--- src/rtl/udp_header_rx.sv ---
// ---------------------------------------------------------------------------
// udp_header_rx
// Parses the 8-byte UDP header that follows the IP header on a shared byte
// stream, filters on the local destination port, validates the Length field
// and forwards the payload bytes one cycle after they appear on data_in.
//
// Ports
//   aclk           in   1  clock, rising edge
//   areset         in   1  synchronous active-high reset
//   data_in        in   8  received frame byte
//   data_valid     in   1  high for every byte of a frame
//   ip_header_done in   1  pulse coincident with the first UDP header byte
//   udp_d_port     in  16  local destination port to match
//   udp_s_port     out 16  source port of the last accepted header
//   udp_len        out 16  Length field of the last accepted header
//   payload_data   out  8  payload byte (registered)
//   payload_valid  out  1  payload_data qualifier
//   payload_last   out  1  final payload byte marker
//   udp_done       out  1  pulse with payload_last
//   udp_err        out  1  pulse on bad length or truncated payload
// ---------------------------------------------------------------------------
module udp_header_rx #(
   parameter logic [15:0] UDP_D_PORT_DEF = 16'h04D2,
   parameter logic [15:0] UDP_MAX_LEN    = 16'h05C8
) (
   input  logic        aclk,
   input  logic        areset,
   input  logic [7:0]  data_in,
   input  logic        data_valid,
   input  logic        ip_header_done,
   input  logic [15:0] udp_d_port,
   output logic [15:0] udp_s_port,
   output logic [15:0] udp_len,
   output logic [7:0]  payload_data,
   output logic        payload_valid,
   output logic        payload_last,
   output logic        udp_done,
   output logic        udp_err
);

   typedef enum logic [2:0] {
      IDLE     = 3'd0,
      SRC_PORT = 3'd1,
      DST_PORT = 3'd2,
      LENGTH   = 3'd3,
      CHECKSUM = 3'd4,
      PAYLOAD  = 3'd5,
      DROP     = 3'd6
   } state_t;

   state_t      r_state;
   logic        r_byte_sel;      // 0: first (MSB) byte of a 2-byte field
   logic [15:0] r_src_port;      // staged until the length check passes
   logic [7:0]  r_field_msb;
   logic [15:0] r_pay_cnt;
   logic [15:0] r_local_port;
   logic [15:0] r_udp_s_port;
   logic [15:0] r_udp_len;
   logic [7:0]  r_payload_data;
   logic        r_payload_valid;
   logic        r_payload_last;
   logic        r_udp_done;
   logic        r_udp_err;

   state_t      w_state_nxt;
   logic        w_byte_sel_nxt;
   logic        w_cap_src_msb;
   logic        w_cap_src_lsb;
   logic        w_cap_msb;
   logic        w_accept;
   logic        w_pay_clr;
   logic        w_beat;
   logic        w_last;
   logic        w_err_nxt;
   logic [15:0] w_field;
   logic        w_len_ok;
   logic [15:0] w_pay_cnt_inc;
   logic [15:0] w_pay_target;

   assign w_field       = {r_field_msb, data_in};
   assign w_len_ok      = (w_field >= 16'd9) && (w_field <= UDP_MAX_LEN);
   assign w_pay_cnt_inc = r_pay_cnt + 16'd1;
   // Payload byte count is Length minus the 8 header bytes; udp_len is
   // already the accepted length of the current frame while in PAYLOAD.
   assign w_pay_target  = r_udp_len - 16'd8;

   // Next-state and per-byte strobe decode.
   always_comb begin
      w_state_nxt    = r_state;
      w_byte_sel_nxt = r_byte_sel;
      w_cap_src_msb  = 1'b0;
      w_cap_src_lsb  = 1'b0;
      w_cap_msb      = 1'b0;
      w_accept       = 1'b0;
      w_pay_clr      = 1'b0;
      w_beat         = 1'b0;
      w_last         = 1'b0;
      w_err_nxt      = 1'b0;
      case (r_state)
         IDLE: begin
            w_byte_sel_nxt = 1'b0;
            if (ip_header_done && data_valid) begin
               w_cap_src_msb = 1'b1;
               w_state_nxt   = SRC_PORT;
            end else begin
               w_state_nxt   = IDLE;
            end
         end
         SRC_PORT: begin
            if (!data_valid) begin
               w_state_nxt = IDLE;
            end else begin
               w_cap_src_lsb  = 1'b1;
               w_byte_sel_nxt = 1'b0;
               w_state_nxt    = DST_PORT;
            end
         end
         DST_PORT: begin
            if (!data_valid) begin
               w_state_nxt = IDLE;
            end else if (!r_byte_sel) begin
               w_cap_msb      = 1'b1;
               w_byte_sel_nxt = 1'b1;
            end else begin
               w_byte_sel_nxt = 1'b0;
               // A port mismatch is not an error: the frame is simply not ours.
               if (w_field == r_local_port) begin
                  w_state_nxt = LENGTH;
               end else begin
                  w_state_nxt = DROP;
               end
            end
         end
         LENGTH: begin
            if (!data_valid) begin
               w_state_nxt = IDLE;
            end else if (!r_byte_sel) begin
               w_cap_msb      = 1'b1;
               w_byte_sel_nxt = 1'b1;
            end else begin
               w_byte_sel_nxt = 1'b0;
               if (w_len_ok) begin
                  w_accept    = 1'b1;
                  w_state_nxt = CHECKSUM;
               end else begin
                  w_err_nxt   = 1'b1;
                  w_state_nxt = DROP;
               end
            end
         end
         CHECKSUM: begin
            if (!data_valid) begin
               w_state_nxt = IDLE;
            end else if (!r_byte_sel) begin
               w_byte_sel_nxt = 1'b1;
            end else begin
               w_byte_sel_nxt = 1'b0;
               w_pay_clr      = 1'b1;
               w_state_nxt    = PAYLOAD;
            end
         end
         PAYLOAD: begin
            if (!data_valid) begin
               // Frame ended before the declared length was delivered.
               w_err_nxt   = 1'b1;
               w_state_nxt = IDLE;
            end else begin
               w_beat = 1'b1;
               if (w_pay_cnt_inc == w_pay_target) begin
                  w_last      = 1'b1;
                  w_state_nxt = DROP;
               end else begin
                  w_state_nxt = PAYLOAD;
               end
            end
         end
         DROP: begin
            // Swallow padding/FCS until the frame ends.
            if (!data_valid) begin
               w_state_nxt = IDLE;
            end else begin
               w_state_nxt = DROP;
            end
         end
         default: begin
            w_state_nxt    = IDLE;
            w_byte_sel_nxt = 1'b0;
         end
      endcase
   end

   // State, capture registers and registered outputs.
   always_ff @(posedge aclk) begin
      if (areset) begin
         r_state         <= IDLE;
         r_byte_sel      <= 1'b0;
         r_src_port      <= 16'h0000;
         r_field_msb     <= 8'h00;
         r_pay_cnt       <= 16'h0000;
         r_local_port    <= UDP_D_PORT_DEF;
         r_udp_s_port    <= 16'h0000;
         r_udp_len       <= 16'h0000;
         r_payload_data  <= 8'h00;
         r_payload_valid <= 1'b0;
         r_payload_last  <= 1'b0;
         r_udp_done      <= 1'b0;
         r_udp_err       <= 1'b0;
      end else begin
         r_state      <= w_state_nxt;
         r_byte_sel   <= w_byte_sel_nxt;
         r_local_port <= udp_d_port;
         if (w_cap_src_msb) begin
            r_src_port[15:8] <= data_in;
         end
         if (w_cap_src_lsb) begin
            r_src_port[7:0] <= data_in;
         end
         if (w_cap_msb) begin
            r_field_msb <= data_in;
         end
         if (w_accept) begin
            r_udp_s_port <= r_src_port;
            r_udp_len    <= w_field;
         end
         if (w_pay_clr) begin
            r_pay_cnt <= 16'h0000;
         end else if (w_beat) begin
            r_pay_cnt <= w_pay_cnt_inc;
         end
         if (w_beat) begin
            r_payload_data <= data_in;
         end
         r_payload_valid <= w_beat;
         r_payload_last  <= w_last;
         r_udp_done      <= w_last;
         r_udp_err       <= w_err_nxt;
      end
   end

   assign udp_s_port    = r_udp_s_port;
   assign udp_len       = r_udp_len;
   assign payload_data  = r_payload_data;
   assign payload_valid = r_payload_valid;
   assign payload_last  = r_payload_last;
   assign udp_done      = r_udp_done;
   assign udp_err       = r_udp_err;

endmodule

--- config.mk ---
export PLATFORM = sky130hd
export DESIGN_NAME = udp_header_rx
export DESIGN_NICKNAME = d
export VERILOG_FILES = /design/src/rtl/udp_header_rx.sv
export SDC_FILE = /design/constraint.sdc
export NUM_CORES = 1
export LEC_CHECK = 0
export ABC_AREA = 1
export CAP_MARGIN = 0
export CORE_UTILIZATION = 50
export CTS_CLUSTER_SIZE = 25
export DETAILED_ROUTE_END_ITERATION = 8
export DONT_BUFFER_PORTS = 1
export GPL_TIMING_DRIVEN = 0
export SLEW_MARGIN = 15
export SYNTH_ARGS = -nofsm -noshare
export SYNTH_HDL_FRONTEND = slang
export SYNTH_SLANG_ARGS = --single-unit
--- constraint.sdc ---
create_clock -name aclk -period 2.3 [get_ports aclk]
set_input_delay 0.46 -clock aclk [delete_from_list [all_inputs] [get_ports aclk]]
set_output_delay 0.46 -clock aclk [all_outputs]
set_load 0.02 [all_outputs]
# Word level (Yosys, flattened, before mapping)
# Cells that the tools add are included.
# word_totals
wordCells,81
register_bits,103
# op_classes
bitwise_logic,3
n_reduce_logical,10
n_mux,38
eq_ne,13
order_cmp,2
n_addsub,2
# ops
operator,count
$eq 16x16->1,2
$mux 3,9
$mux 1,23
$pmux 3 s7,1
$add 16x1->16 const B,1
$ge 16x4->1 const B,1
$le 16x11->1 const B,1
$sub 16x4->16 const B,1
$eq 3x3->1 const B,3
$ne 3x3->1 const B,3
$eq 3x2->1 const B,2
$mux 2,3
$reduce_and 3->1,2
$reduce_or 2->1,3
$reduce_or 3->1,2
$eq 3x1->1 const B,1
$logic_not 3->1,1
$not 1->1,3
$pmux 1 s3,1
$logic_and 1x1->1,2
$ne 2x1->1 const B,1
$ne 2x2->1 const B,1
$pmux 1 s2,1

# Depth between registers and ports, before layout
# depth
ltp_word,6
mapped_depth,17
mapped_depth_nobuf,17

# Least setup slack after synthesis
# Ideal clock, no wire load.
# synth_path
kind,register -> register
from,reg r_udp_len[3] (netlist: udp_len[3])
to,reg r_state[0]
stages_incl_launch_ff,15
t_arrival_ns,1.704
required_ns,2.168
slack_ns,0.464
path_buffers,0
path_cell_list,dfxtp_1 -> inv_2 -> ha_1 -> nand2_1 -> nor2_1 -> xor2_1 -> inv_1 -> nand2_1 -> nand3_1 -> nor2_2 -> nand3_1 -> nand2_1 -> nand2_1 -> nand2_1 -> a21oi_1
# synth_via
elab_chain_cells,5
# synth_lines
element,line_no,rtl
"start, declared",58,logic [15:0] r_udp_len;
"start signal, assigned",223,r_udp_len <= w_field;
$sub 16x4->16,85,assign w_pay_target = r_udp_len - 16'd8;
$eq 16x16->1,169,if (w_pay_cnt_inc == w_pay_target) begin
$mux 2,169,
$mux 3,163,if (!data_valid) begin
$pmux 3 s7,99,case (r_state)
"end signal, assigned",209,r_state <= w_state_nxt;
"end, declared",51,state_t r_state;
# No other way between the ends.
# A chain may end at the register's enable or synchronous reset.

# Worst setup path after layout
# layout_path
from,reg r_pay_cnt[0]
to,reg r_state[1]
# layout_via
elab_chain_cells,5
# layout_lines
element,line_no,rtl
"start, declared",55,logic [15:0] r_pay_cnt;
"start signal, assigned",228,r_pay_cnt <= w_pay_cnt_inc;
$add 16x1->16,82,assign w_pay_cnt_inc = r_pay_cnt + 16'd1;
$eq 16x16->1,169,
$mux 2,169,
$mux 3,163,
$pmux 3 s7,99,
# No other way between the ends.

==> flow_metrics.tcl <==
set metrics [dict create \
    status "completed" \
    post-route-util 0.563 \
    vias_per_cell 5.20 \
    io_buffers 0 \
    ys_async_sr_fraction 0 \
    wl_um 13200 \
    antenna_found_initial 0 \
    synth.distinct_cells 36 \
    synth_common_cells "nand2_1, nor2_1, dfxtp_1, inv_1, o21ai_0" \
    worst_slew_pin_slew_ns 0.617 \
    cts-root-buf "clkbuf_8" \
    cp-start-kind "register" \
    rrSetupSlack_ns 0.13 \
    syn-num-nets 776 \
    drive_gt1_frac 0.0965 \
    fin_crit_sh 0.942 \
    hold_violations 0 \
    period_minus_slack_ns 2.17 \
    synth.top_cell.area_share 0.409 \
    grt_pass1_vias 4138 \
    die_w_um 102 \
    cp_data_required_time_ns 2.62 \
    path_class "reg -> reg" \
    via_count 4684 \
    ys_ff_latch 103 \
    grt_max_degree 19 \
    setup_viol 0 \
    core_um2 9770 \
    die-area_um2 10500 \
    hold_buffers 0 \
    end_kind "register" \
    drt_iter0_drc 214 \
    crit_fanout 5 \
    synth_area_um2 5040 \
    synth_edf_count 0 \
    gr-total-overflow 0 \
    synth_area_leaders "dfxtp_1, nand2_1, nor2_1" \
    cts_tree "yes" \
    p_leak_nw 2.44 \
    synth-seq-area-share 0.409 \
    antenna_left 0 \
    grt_pass1_wl_um 20600 \
    skew_ns 0.0106 \
    p_per_area_nw_per_um2 564 \
    syn_to_final_growth_pct 9.13 \
    gp_congestion 0.950 \
    drv_cap 0 \
    nets 792 \
    ys.flop_type "dfxtp_1" \
    dp_slack_ns -0.0848 \
    rows 36 \
    synth_cells 746 \
    h-tree-depth 3 \
    min_path_type "in -> reg" \
    dp.final_hpwl_um 9860 \
    slew_violations 0 \
    fin_cells 900 \
    yosys_warnings 0 \
    stdcell_area_um2 5500 \
    cts_buffers 9 \
    dieHeight_um 102 \
    worstSkewPairLatency_ns 0.38 \
    clk_pin_slew_worst_paths_ns 0.10 \
    drt-pass1-iter-count 4 \
    clockBufferDepth 2 \
    cts.sinks 103 \
    timing.fmax_mhz 462 \
    max_slew_margin 0.589 \
    synth_most_common_cell "nand2_1" \
    ir_drop_mv 0.380 \
    post-route-drc-count 0 \
    dp.cells 879 \
    synth_top_area_cell "dfxtp_1" \
    p_total_mw 3.11 \
    dpl_cell_area_um2 5210 \
    track_usage 0.261 \
    io_pins 72 \
    worstPathArrival_ns 2.48 \
    antennaDiodeCount 0 \
    wl_per_cell_um 14.6 \
    final.setup.worst_slack_ns 0.134 \
    syn_avg_cell_area_um2 6.76 \
    initial_utilization 0.516 \
]
## per-layer routing
| layer | share of wire | wire, µm | up-vias | global-route usage |
|---|---|---|---|---|
| met3 | 0.035 | 456 | 30 | 0.0390 |
| met2 | 0.50 | 6630 | 97 | 0.464 |
| met5 | 0 | 0 | - | 0 |
| met4 | 0.028 | 373 | 0 | 0.120 |
| li1 | - | - | 2404 | - |
| met1 | 0.43 | 5690 | 2153 | 0.308 |
## worst max-delay path, stage by stage, from the launching register on
cell and delay, ns:
dfxtp_4 0.38, ha_4 0.18, nand2_4 0.09, nor2_4 0.05
buf_4 0.13, buf_2 0.14, nand3_1 0.08, nand2_1 0.10
nand2_2 0.09, nand2_2 0.06, nor2_2 0.08, nand3_1 0.08
nor2_2 0.14, nand4_1 0.18, nand2_1 0.13, nand2_1 0.07
a21oi_2 0.12
## layout make-up
type | count | area, µm²
multi-input combinational | 513 | 2530
tap | 133 | 166
buffer | 28 | 124
inverter | 102 | 383
clock buffer | 10 | 138
timing repair buffer | 5 | 35.0
sequential | 103 | 2070
clock inverter | 6 | 52.6
fill | 1005 | 4270
## state kept, by name, indices dropped and copies added (netlist names), 3 cells and up
signal	flops
r_local_port	16
payload_data	8
r_src_port	16
r_pay_cnt	16
r_field_msb	8
r_state	3
udp_len	16
udp_s_port	16
## kinds of logic after synthesis
| logic type | Yosys count | synth area share |
|---|---|---|
| adders and majority gates | 2 | 0.00496 |
| xor gates and xnor gates | 26 | 0.0466 |
| and+or+nand+nor | 342 | 0.294 |
| AOI/OAI and AO/OA | 143 | 0.145 |
| DFF | 103 | 0.409 |
| buffers and inverters | 130 | 0.100 |
## report_power, final
group / switching, mW / internal [mW] / total, mW
logic: 0.109 / 0.0495 / 0.158
registers: 0.0168 / 1.82 / 1.83
clock network: 0.678 / 0.439 / 1.12
total: 0.804 / 2.30 / 3.11
## worst paths after layout
check | start | end | depth (start not counted)
hold / removal | udp_d_port[2] | r_local_port[2] | 2
hold reg to reg | r_src_port[15] | r_src_port[15] | 2
setup reg to reg | r_pay_cnt[0] | r_state[1] | 16
setup / recovery | r_pay_cnt[0] | r_state[1] | 16
## cell usage in the layout (no fill, tap or decap), types with 6 or more instances in the layout
| cell | instances |
|---|---|
| nand3_1 | 36 |
| xor2_1 | 21 |
| a21oi_1 | 56 |
| nor3_1 | 9 |
| nor2_2 | 10 |
| or2_2 | 6 |
| inv_1 | 97 |
| nand2_1 | 127 |
| nor2_1 | 119 |
| nand4_1 | 12 |
| dfxtp_1 | 98 |
| clkbuf_8 | 10 |
| buf_2 | 7 |
| clkbuf_1 | 20 |
| o21ai_0 | 75 |
| o21ai_1 | 7 |
| nand2_2 | 8 |
## stage by stage
stage | hold slack (ns) | TNS [ns]
detailed placement | 0.470 | -0.157
finish | 0.175 | 0
global placement | 0.466 | -0.136
CTS | 0.163 | 0
global route | 0.168 | -0.00134
floorplan | 0.450 | 0
## timing repair
item,4_1_cts,5_1_grt
setup endpoints to repair,2,4
gates cloned,0,1
hold endpoints to repair,0,0
buffers inserted,0,4
resized for setup,3,17
pin swaps,0,3
(Power assumes the default switching activity.)
